<file path="config.mk">
export PLATFORM = sky130hd
export DESIGN_NAME = fnd_display_scheduler
export DESIGN_NICKNAME = d
export VERILOG_FILES = /design/src/rtl/fnd_display_scheduler.sv
export SDC_FILE = /design/constraint.sdc
export NUM_CORES = 1
export LEC_CHECK = 0
export BUFFER_PORTS_ARGS = -buffer_cell sky130_fd_sc_hd__buf_2
export CORE_MARGIN = 2
export CORE_UTILIZATION = 55
export CTS_CLUSTER_DIAMETER = 200
export CTS_CLUSTER_SIZE = 10
export DETAILED_ROUTE_END_ITERATION = 8
export GPL_ROUTABILITY_DRIVEN = 0
export PLACE_DENSITY = 0.84
export SLEW_MARGIN = 40
export SYNTH_ARGS = -nofsm -noshare
export SYNTH_HDL_FRONTEND = slang
export SYNTH_SLANG_ARGS = --single-unit
</file>
<file path="constraint.sdc">
create_clock -name clk -period 3.6 [get_ports clk]
set_input_delay 0.18 -clock clk [delete_from_list [all_inputs] [get_ports clk]]
set_output_delay 0.18 -clock clk [all_outputs]
set_load 0.02 [all_outputs]
</file>
<file path="src/rtl/fnd_display_scheduler.sv">
// Selects which time source feeds the shared FND display, sequences the
// temporary PEEK / LAP hold modes, and produces blink masks for watch editing.
module fnd_display_scheduler #(
    parameter int unsigned CLK_DIV  = 100_000,
    parameter int unsigned HOLD_MS  = 2000,
    parameter int unsigned BLINK_MS = 500
) (
    input  logic        clk,
    input  logic        reset,
    input  logic        i_mode,
    input  logic        i_page,
    input  logic [23:0] i_watch_time,
    input  logic [23:0] i_sw_time,
    input  logic        i_sw_event,
    input  logic        i_lap,
    input  logic        i_edit_en,
    input  logic [1:0]  i_edit_field,
    output logic [23:0] o_time,
    output logic        o_page,
    output logic        o_src,
    output logic [3:0]  o_blank,
    output logic [1:0]  o_state
);

    localparam int unsigned TW = (CLK_DIV > 1) ? $clog2(CLK_DIV) : 1;
    localparam int unsigned HW = $clog2(HOLD_MS + 1);
    localparam int unsigned BW = (BLINK_MS > 1) ? $clog2(BLINK_MS) : 1;

    localparam logic [1:0] ST_WATCH = 2'd0;
    localparam logic [1:0] ST_SW    = 2'd1;
    localparam logic [1:0] ST_PEEK  = 2'd2;
    localparam logic [1:0] ST_LAP   = 2'd3;

    logic [TW-1:0] tick_cnt;
    logic          tick;
    logic [HW-1:0] hold;
    logic [1:0]    state;
    logic [1:0]    state_next;
    logic          hold_load;
    logic          lap_load;
    logic [23:0]   lap_reg;
    logic [23:0]   lap_next;
    logic [BW-1:0] blink_cnt;
    logic [BW-1:0] blink_cnt_next;
    logic          phase;
    logic          phase_next;
    logic [1:0]    field_q;
    logic          field_changed;
    logic          blink_active;
    logic [3:0]    field_mask;

    assign tick = (tick_cnt == TW'(CLK_DIV - 1));

    always_ff @(posedge clk) begin
        if (reset) begin
            tick_cnt <= '0;
        end else if (tick) begin
            tick_cnt <= '0;
        end else begin
            tick_cnt <= tick_cnt + TW'(1);
        end
    end

    // Mode changes are checked first so they override event/lap pulses.
    always_comb begin
        state_next = state;
        hold_load  = 1'b0;
        lap_load   = 1'b0;
        case (state)
            ST_WATCH: begin
                if (i_mode) begin
                    state_next = ST_SW;
                end else if (i_sw_event) begin
                    state_next = ST_PEEK;
                    hold_load  = 1'b1;
                end
            end
            ST_SW: begin
                if (!i_mode) begin
                    state_next = ST_WATCH;
                end else if (i_lap) begin
                    state_next = ST_LAP;
                    lap_load   = 1'b1;
                    hold_load  = 1'b1;
                end
            end
            ST_PEEK: begin
                if (i_mode) begin
                    state_next = ST_SW;
                end else if (i_sw_event) begin
                    hold_load = 1'b1;
                end else if (tick && hold == HW'(1)) begin
                    state_next = ST_WATCH;
                end
            end
            ST_LAP: begin
                if (!i_mode) begin
                    state_next = ST_WATCH;
                end else if (i_lap) begin
                    lap_load  = 1'b1;
                    hold_load = 1'b1;
                end else if (tick && hold == HW'(1)) begin
                    state_next = ST_SW;
                end
            end
            default: state_next = ST_WATCH;
        endcase
    end

    assign lap_next = lap_load ? i_sw_time : lap_reg;

    always_ff @(posedge clk) begin
        if (reset) begin
            hold <= '0;
        end else if (hold_load) begin
            hold <= HW'(HOLD_MS);
        end else if (tick && hold != '0) begin
            hold <= hold - HW'(1);
        end
    end

    assign blink_active  = (state_next == ST_WATCH) && i_edit_en;
    assign field_changed = (i_edit_field != field_q);

    always_comb begin
        blink_cnt_next = blink_cnt;
        phase_next     = phase;
        if (!blink_active || field_changed) begin
            blink_cnt_next = '0;
            phase_next     = 1'b0;
        end else if (tick) begin
            if (blink_cnt == BW'(BLINK_MS - 1)) begin
                blink_cnt_next = '0;
                phase_next     = ~phase;
            end else begin
                blink_cnt_next = blink_cnt + BW'(1);
            end
        end
    end

    // Page 0 shows sec/msec (sec on the left pair); page 1 shows hour/min.
    always_comb begin
        field_mask = '0;
        case ({i_page, i_edit_field})
            3'b0_00: field_mask = 4'b1100;
            3'b1_01: field_mask = 4'b0011;
            3'b1_10: field_mask = 4'b1100;
            default: field_mask = '0;
        endcase
    end

    always_ff @(posedge clk) begin
        if (reset) begin
            state     <= ST_WATCH;
            lap_reg   <= '0;
            blink_cnt <= '0;
            phase     <= 1'b0;
            field_q   <= '0;
            o_time    <= '0;
            o_page    <= 1'b0;
            o_src     <= 1'b0;
            o_blank   <= '0;
        end else begin
            state     <= state_next;
            lap_reg   <= lap_next;
            blink_cnt <= blink_cnt_next;
            phase     <= phase_next;
            field_q   <= i_edit_field;
            o_src     <= (state_next != ST_WATCH);
            o_page    <= (state_next == ST_PEEK) ? 1'b0 : i_page;
            o_blank   <= (blink_active && phase_next) ? field_mask : '0;
            case (state_next)
                ST_WATCH: o_time <= i_watch_time;
                ST_LAP:   o_time <= lap_next;
                default:  o_time <= i_sw_time;
            endcase
        end
    end

    assign o_state = state;

endmodule

</file>
# ---- After elaboration in Yosys (flattened, before gate mapping)
# Cells that the tools add are included.
dict set report classes {
  eq_ne 11
  n_shift 0
  multipliers 0
  muxes 26
  reduce_logical 20
  n_lt_le_gt_ge 0
  div_mod_pow 0
  addsub 3
  bitwise 2
}
# op n
set ops {}
lappend ops {{$pmux 24 s2} 1}
lappend ops {{$mux 24} 1}
lappend ops {{$mux 11} 2}
lappend ops {{$mux 2} 10}
lappend ops {{$add 17x1->17 const B} 1}
lappend ops {{$eq 17x17->1 const B} 1}
lappend ops {{$reduce_or 2->1} 8}
lappend ops {{$eq 11x1->1 const B} 1}
lappend ops {{$reduce_bool 11->1} 1}
lappend ops {{$sub 11x1->11 const B} 1}
lappend ops {{$add 9x1->9 const B} 1}
lappend ops {{$eq 9x9->1 const B} 1}
lappend ops {{$mux 9} 1}
lappend ops {{$eq 2x2->1 const B} 4}
lappend ops {{$mux 1} 8}
lappend ops {{$pmux 2 s4} 1}
lappend ops {{$pmux 4 s2} 1}
lappend ops {{$eq 3x3->1 const B} 2}
lappend ops {{$logic_and 1x1->1} 4}
lappend ops {{$logic_not 2->1} 2}
lappend ops {{$reduce_bool 2->1} 2}
lappend ops {{$logic_not 3->1} 1}
lappend ops {{$eq 2x1->1 const B} 1}
lappend ops {{$ne 2x2->1} 1}
lappend ops {{4 further kinds} 5}
dict set report totals {
  in_bits 57
  rom_bits 0
  word_cells 74
  latch_bits 0
  mem_bits_rw 0
  memories 0
  regBits 96
}

# ---- Logic depth before layout (Yosys ltp)
dict set report depth {
  depth_word 14
  depth_mapped 13
  ltp_nobuf 9
}

# ---- Least setup slack after synthesis
# No wires, ideal clock.
dict set report synth_path {
  path_kind {register to register}
  from {register tick_cnt[0]}
  to {register o_blank[1]}
  arrival_ps 2946
  setup_ps 70
  required_ps 3530
  slack_ps 584
  stages_incl_launch_ff 14
  synth_period_minus_slack_ps 3016
  cell_sequence {dfxtp_1 ha_1 and4_1 buf_6 nand4_4 buf_6 o41ai_2 ha_1 clkbuf_1 nand2_1 or4_1 buf_2 or3_1 a21oi_1}
}
dict set report synth_via {
  elab_chain_cells 14
}
# item line_no
set synth_rtl {}
lappend synth_rtl {{start: declaration} 34} ;# logic [TW-1:0] tick_cnt;
lappend synth_rtl {{start signal: assignment} 60} ;# tick_cnt <= tick_cnt + TW'(1);
lappend synth_rtl {{$eq 17x17->1 *} 52} ;# assign tick = (tick_cnt == TW'(CLK_DIV - 1));
lappend synth_rtl {{$logic_and 1x1->1} {92, 102}}
lappend synth_rtl {{$mux 2 (on tied branches)} {102, 92}}
lappend synth_rtl {{$mux 2 (on tied branches)} {99, 90}}
lappend synth_rtl {{$mux 2 (on tied branches)} {97, 88}}
lappend synth_rtl {{$pmux 2 s4} 69} ;# case (state)
lappend synth_rtl {{$logic_not 2->1} 122} ;# assign blink_active = (state_next == ST_WATCH) && i_edit_en;
lappend synth_rtl {{$logic_and 1x1->1} 122}
lappend synth_rtl {{$logic_not 1->1} 128} ;# if (!blink_active || field_changed) begin
lappend synth_rtl {{$logic_or 1x1->1} 128}
lappend synth_rtl {{$mux 1} 128}
lappend synth_rtl {{$logic_and 1x1->1 *} 171} ;# o_blank <= (blink_active && phase_next) ? field_mask : '0;
lappend synth_rtl {{$not 1->1 (no line) *} -}
lappend synth_rtl {{$reduce_or 2->1 (no line) *} -}
lappend synth_rtl {{end signal: assignment} 171}
lappend synth_rtl {{end: declaration} 21} ;# output logic [3:0] o_blank,
# Every way passes the cells marked *; elsewhere a longest branch is shown, timed or not.
# A chain may end at the register's enable or synchronous reset.

# ---- Final worst setup path
# Same ends and word-level chain as after synthesis.

==> metrics.md <==
| Metric | Value |
|---|---|
| Area contributors post-synth | dfxtp_1 (44%), mux2_2 (6.3%), a211oi_1 (4.9%) |
| Static Leak | 2.01 nW |
| Synth Warn # | 0 |
| Top cell type's share of synthesized area | 0.439 |
| Clock transition at path regs | around 0.09 ns |
| Worst-path cell with the longest stage delay | or4_1 |
| Switch share | 0.283 |
| Synth top cells by count | dfxtp_1 (94), nor2_1 (46), a211oi_1 (28) |
| Worst EP arrival | around 3.3 ns |
| Endpoints failing hold | 0 |
| Iteration-0 DRC Markers | around 150 |
| Pin count of the biggest net entering global routing | just under 50 |
| Core Util, Final | 0.645 |
| Crit start category | flop |
| Crit path kind | reg2reg |
| Seq cells post-synth | 94 |
| Maximum Capacitance Violations | 0 |
| RSZ-0062 raised after global routing | false |
| Worst R2R End | o_blank[1] |
| Hold Buf Count CTS | 0 |
| Post-synth EDFFs | 0 |
| Tcrit/Tclk final | 0.838 |
| Hold Crit Class | in2reg |
| Internal Power | about 1.5 mW |
| Status | finished, final reports clean |
| Slew Viols, Final | 0 |
| Layout net count | 594 |
| Ant diodes | 0 |
| I/O Buffers | around 90 |
| Switching pwr | roughly 590 uW |
| Via total after detailed routing | ~3700 |
| Vias in the first global route | 3578 |
| Final setup vio count | 0 |
| DRC violations left | 0 |
| Critical path launch point | tick_cnt[0] |
| Slew @ Worst Pin | between 0.8 and 0.9 ns |
| TritonCTS clock tree | done |
| Worst Reg-to-Reg Cells | 9 |
| Tot Pwr | 2.07 mW |
| H-tree depth | 3 |
| Post-CTS Setup Bufs | 0 |
| Flop pwr share | 0.534 |
| Via density | roughly 5.7 |
| Top-count cell post-synth | dfxtp_1 |
| Clk network pwr share | 0.322 |
| Clk sink count | 94 |
| Initial antenna violation count | 0 |
| Skew-Pair Late Insertion Delay | roughly 0.36 ns |
| GR Util All Layers | 0.223 |
| Num ports | 89 |
| Die ar. | 8520 um^2 |
| Root cell of the clock tree | clkbuf_8 |
| Detailed placement HPWL | 6.30 mm |
| Post-DR wirelength/cell | 14.5 um |
| Row cnt | 32 |
| Filler cell count | 646 |
| PwrDens | between 400 and 500 nW/um^2 |
| Combinational Power Share | 0.144 |
| Die span in y | 92.3 um |
| Clk_skew | 0.0121 ns |
| Period minus WS final | 3.02 ns |
| CP dominant cell by count | ha_1 |
| Critical Path, Cell by Cell | ha_1 -> and4_1 -> nand4_4 -> o41ai_2 -> ha_1 -> nand2_1 -> or4_1 -> or3_1 -> a21oi_1 |
| Register area share after synthesis | 0.439 |
| Stages on the worst setup path | 9 |
| Synth Flop Type | dfxtp_1 |
| Worst endpoint required time | a little under 4 ns |
| Drt total wl | 9.22 mm |
| DRT Pass-1 Iters | 4 |
| Crit path max-delay family | simple AND/OR/NAND/NOR gates |
| Total CTS buffers | 9 |
| Max frequency | 332 MHz |
| Netlist Area Pre-Place | ~4300 um^2 |
| Post-synth ARST share | 0 |
| Critical path peak fanout | 10 |
| Setup_tns | 0 ns |
| R2r setup slk | 0.58 ns |
| Area Overhead vs Synth | 15.0% |
| Syn_nets | 522 |
| Post-Syn Instances | 457 |
| Largest area contributor in the netlist | dfxtp_1 |
| CTS Buffer Depth | 2 |
| Post-CTS sizing | 0 |
| ANT nets after route | 0 |
| CP endpoint kind | flop |
| Avg Cell Area, Syn | between 9 and 10 um^2 |
| Global-route wire length before repair | between 15 and 20 mm |
| Worst VDD drop | 253 uV |
| Core ar. | approximately 7600 um^2 |
| Number of distinct library cells after synthesis | 49 |
| GR Overflow Total | 0 |
| Starting Density | 0.561 |
| Critical Path End | o_blank[1] |
| Slew HR | 0.459 |
| Slowest stage delay, CP | 0.60 ns |
| CP Buf/Inv Count | 0 |
| Chip Width | around 90 um |
| Fraction of layout cells with a size suffix above 1 | 0.272 |
| Reg2reg start | tick_cnt[0] |
## cell families after synthesis
kind of cell / share of synthesized area
and+or+nand+nor: 0.234
AOI/OAI and AO/OA: 0.163
DFF: 0.439
buffers and inverters: 0.0429
muxes: 0.0653
xor gates and xnor gates: 0.0327
adders and majority gates: 0.0233
## stage by stage
stage	instances	cell area [um^2]	worst slack, ns	hold slack, ns
after floorplan	457	4290	0.584	0.249
after global placement	620	4740	0.715	0.412
after detailed placement	620	4740	0.587	0.418
after CTS	636	4930	0.560	0.0288
after global routing	636	4930	0.344	0.0392
final	636	4930	0.584	0.0417
## layer usage
layer  routed length [um]  GRT usage  vias up
met1                 3940      0.267     1721
li1                     -          -     1809
met5                    0          0        -
met2                 4610      0.392      104
met3                  483     0.0480       18
met4                  181     0.0871        0
## area by class of cell
class,count,area (um^2),area share
Clock buffer,10,138,0.0279
Tap cell,102,128,0.0259
Inverter,8,30.0,0.00609
Timing Repair Buffer,93,478,0.0969
Clock inverter,6,52.6,0.0107
Sequential cell,94,1880,0.381
Multi-Input combinational cell,323,2230,0.451
## power by group through the flow
stage | Clock, mW | Sequential (mW) | Combinational (mW)
floorplan | 0 | 1.17 | 0.156
global placement | 0 | 1.13 | 0.289
detailed placement | 0 | 1.13 | 0.298
CTS | 0.684 | 1.10 | 0.299
global route | 0.723 | 1.11 | 0.328
finish | 0.667 | 1.10 | 0.298
## how the worst min path moves through the flow
stage,start,to,cells past startpoint
2_1_floorplan,i_edit_field[0],o_blank[2],1
3_3_place_gp,i_edit_field[0],o_blank[2],2
3_5_place_dp,i_edit_field[0],o_blank[2],2
4_1_cts,i_edit_field[0],o_blank[2],2
5_1_grt,i_edit_field[0],o_blank[2],2
6_report,i_edit_field[0],o_blank[2],2
## cell usage in the layout (no fill, tap or decap), drive strengths merged, types with 3 or more instances in the layout
| cell | count |
|---|---|
| a22oi | 24 |
| a211oi | 28 |
| o31ai | 5 |
| and2 | 25 |
| a21o | 3 |
| inv | 11 |
| or3 | 7 |
| a31oi | 3 |
| nand4 | 9 |
| o21ai | 12 |
| nand3b | 3 |
| nor2 | 46 |
| dfxtp | 94 |
| mux2 | 24 |
| nand3 | 16 |
| a21oi | 18 |
| nor4 | 6 |
| and3 | 3 |
| nor3b | 4 |
| nand4b | 3 |
| or4 | 6 |
| clkbuf | 10 |
| nor2b | 4 |
| nand2 | 18 |
| xor2 | 14 |
| and4 | 8 |
| buf | 93 |
| ha | 8 |
| nor3 | 7 |
Note: power is estimated with default switching activity, not from simulation.
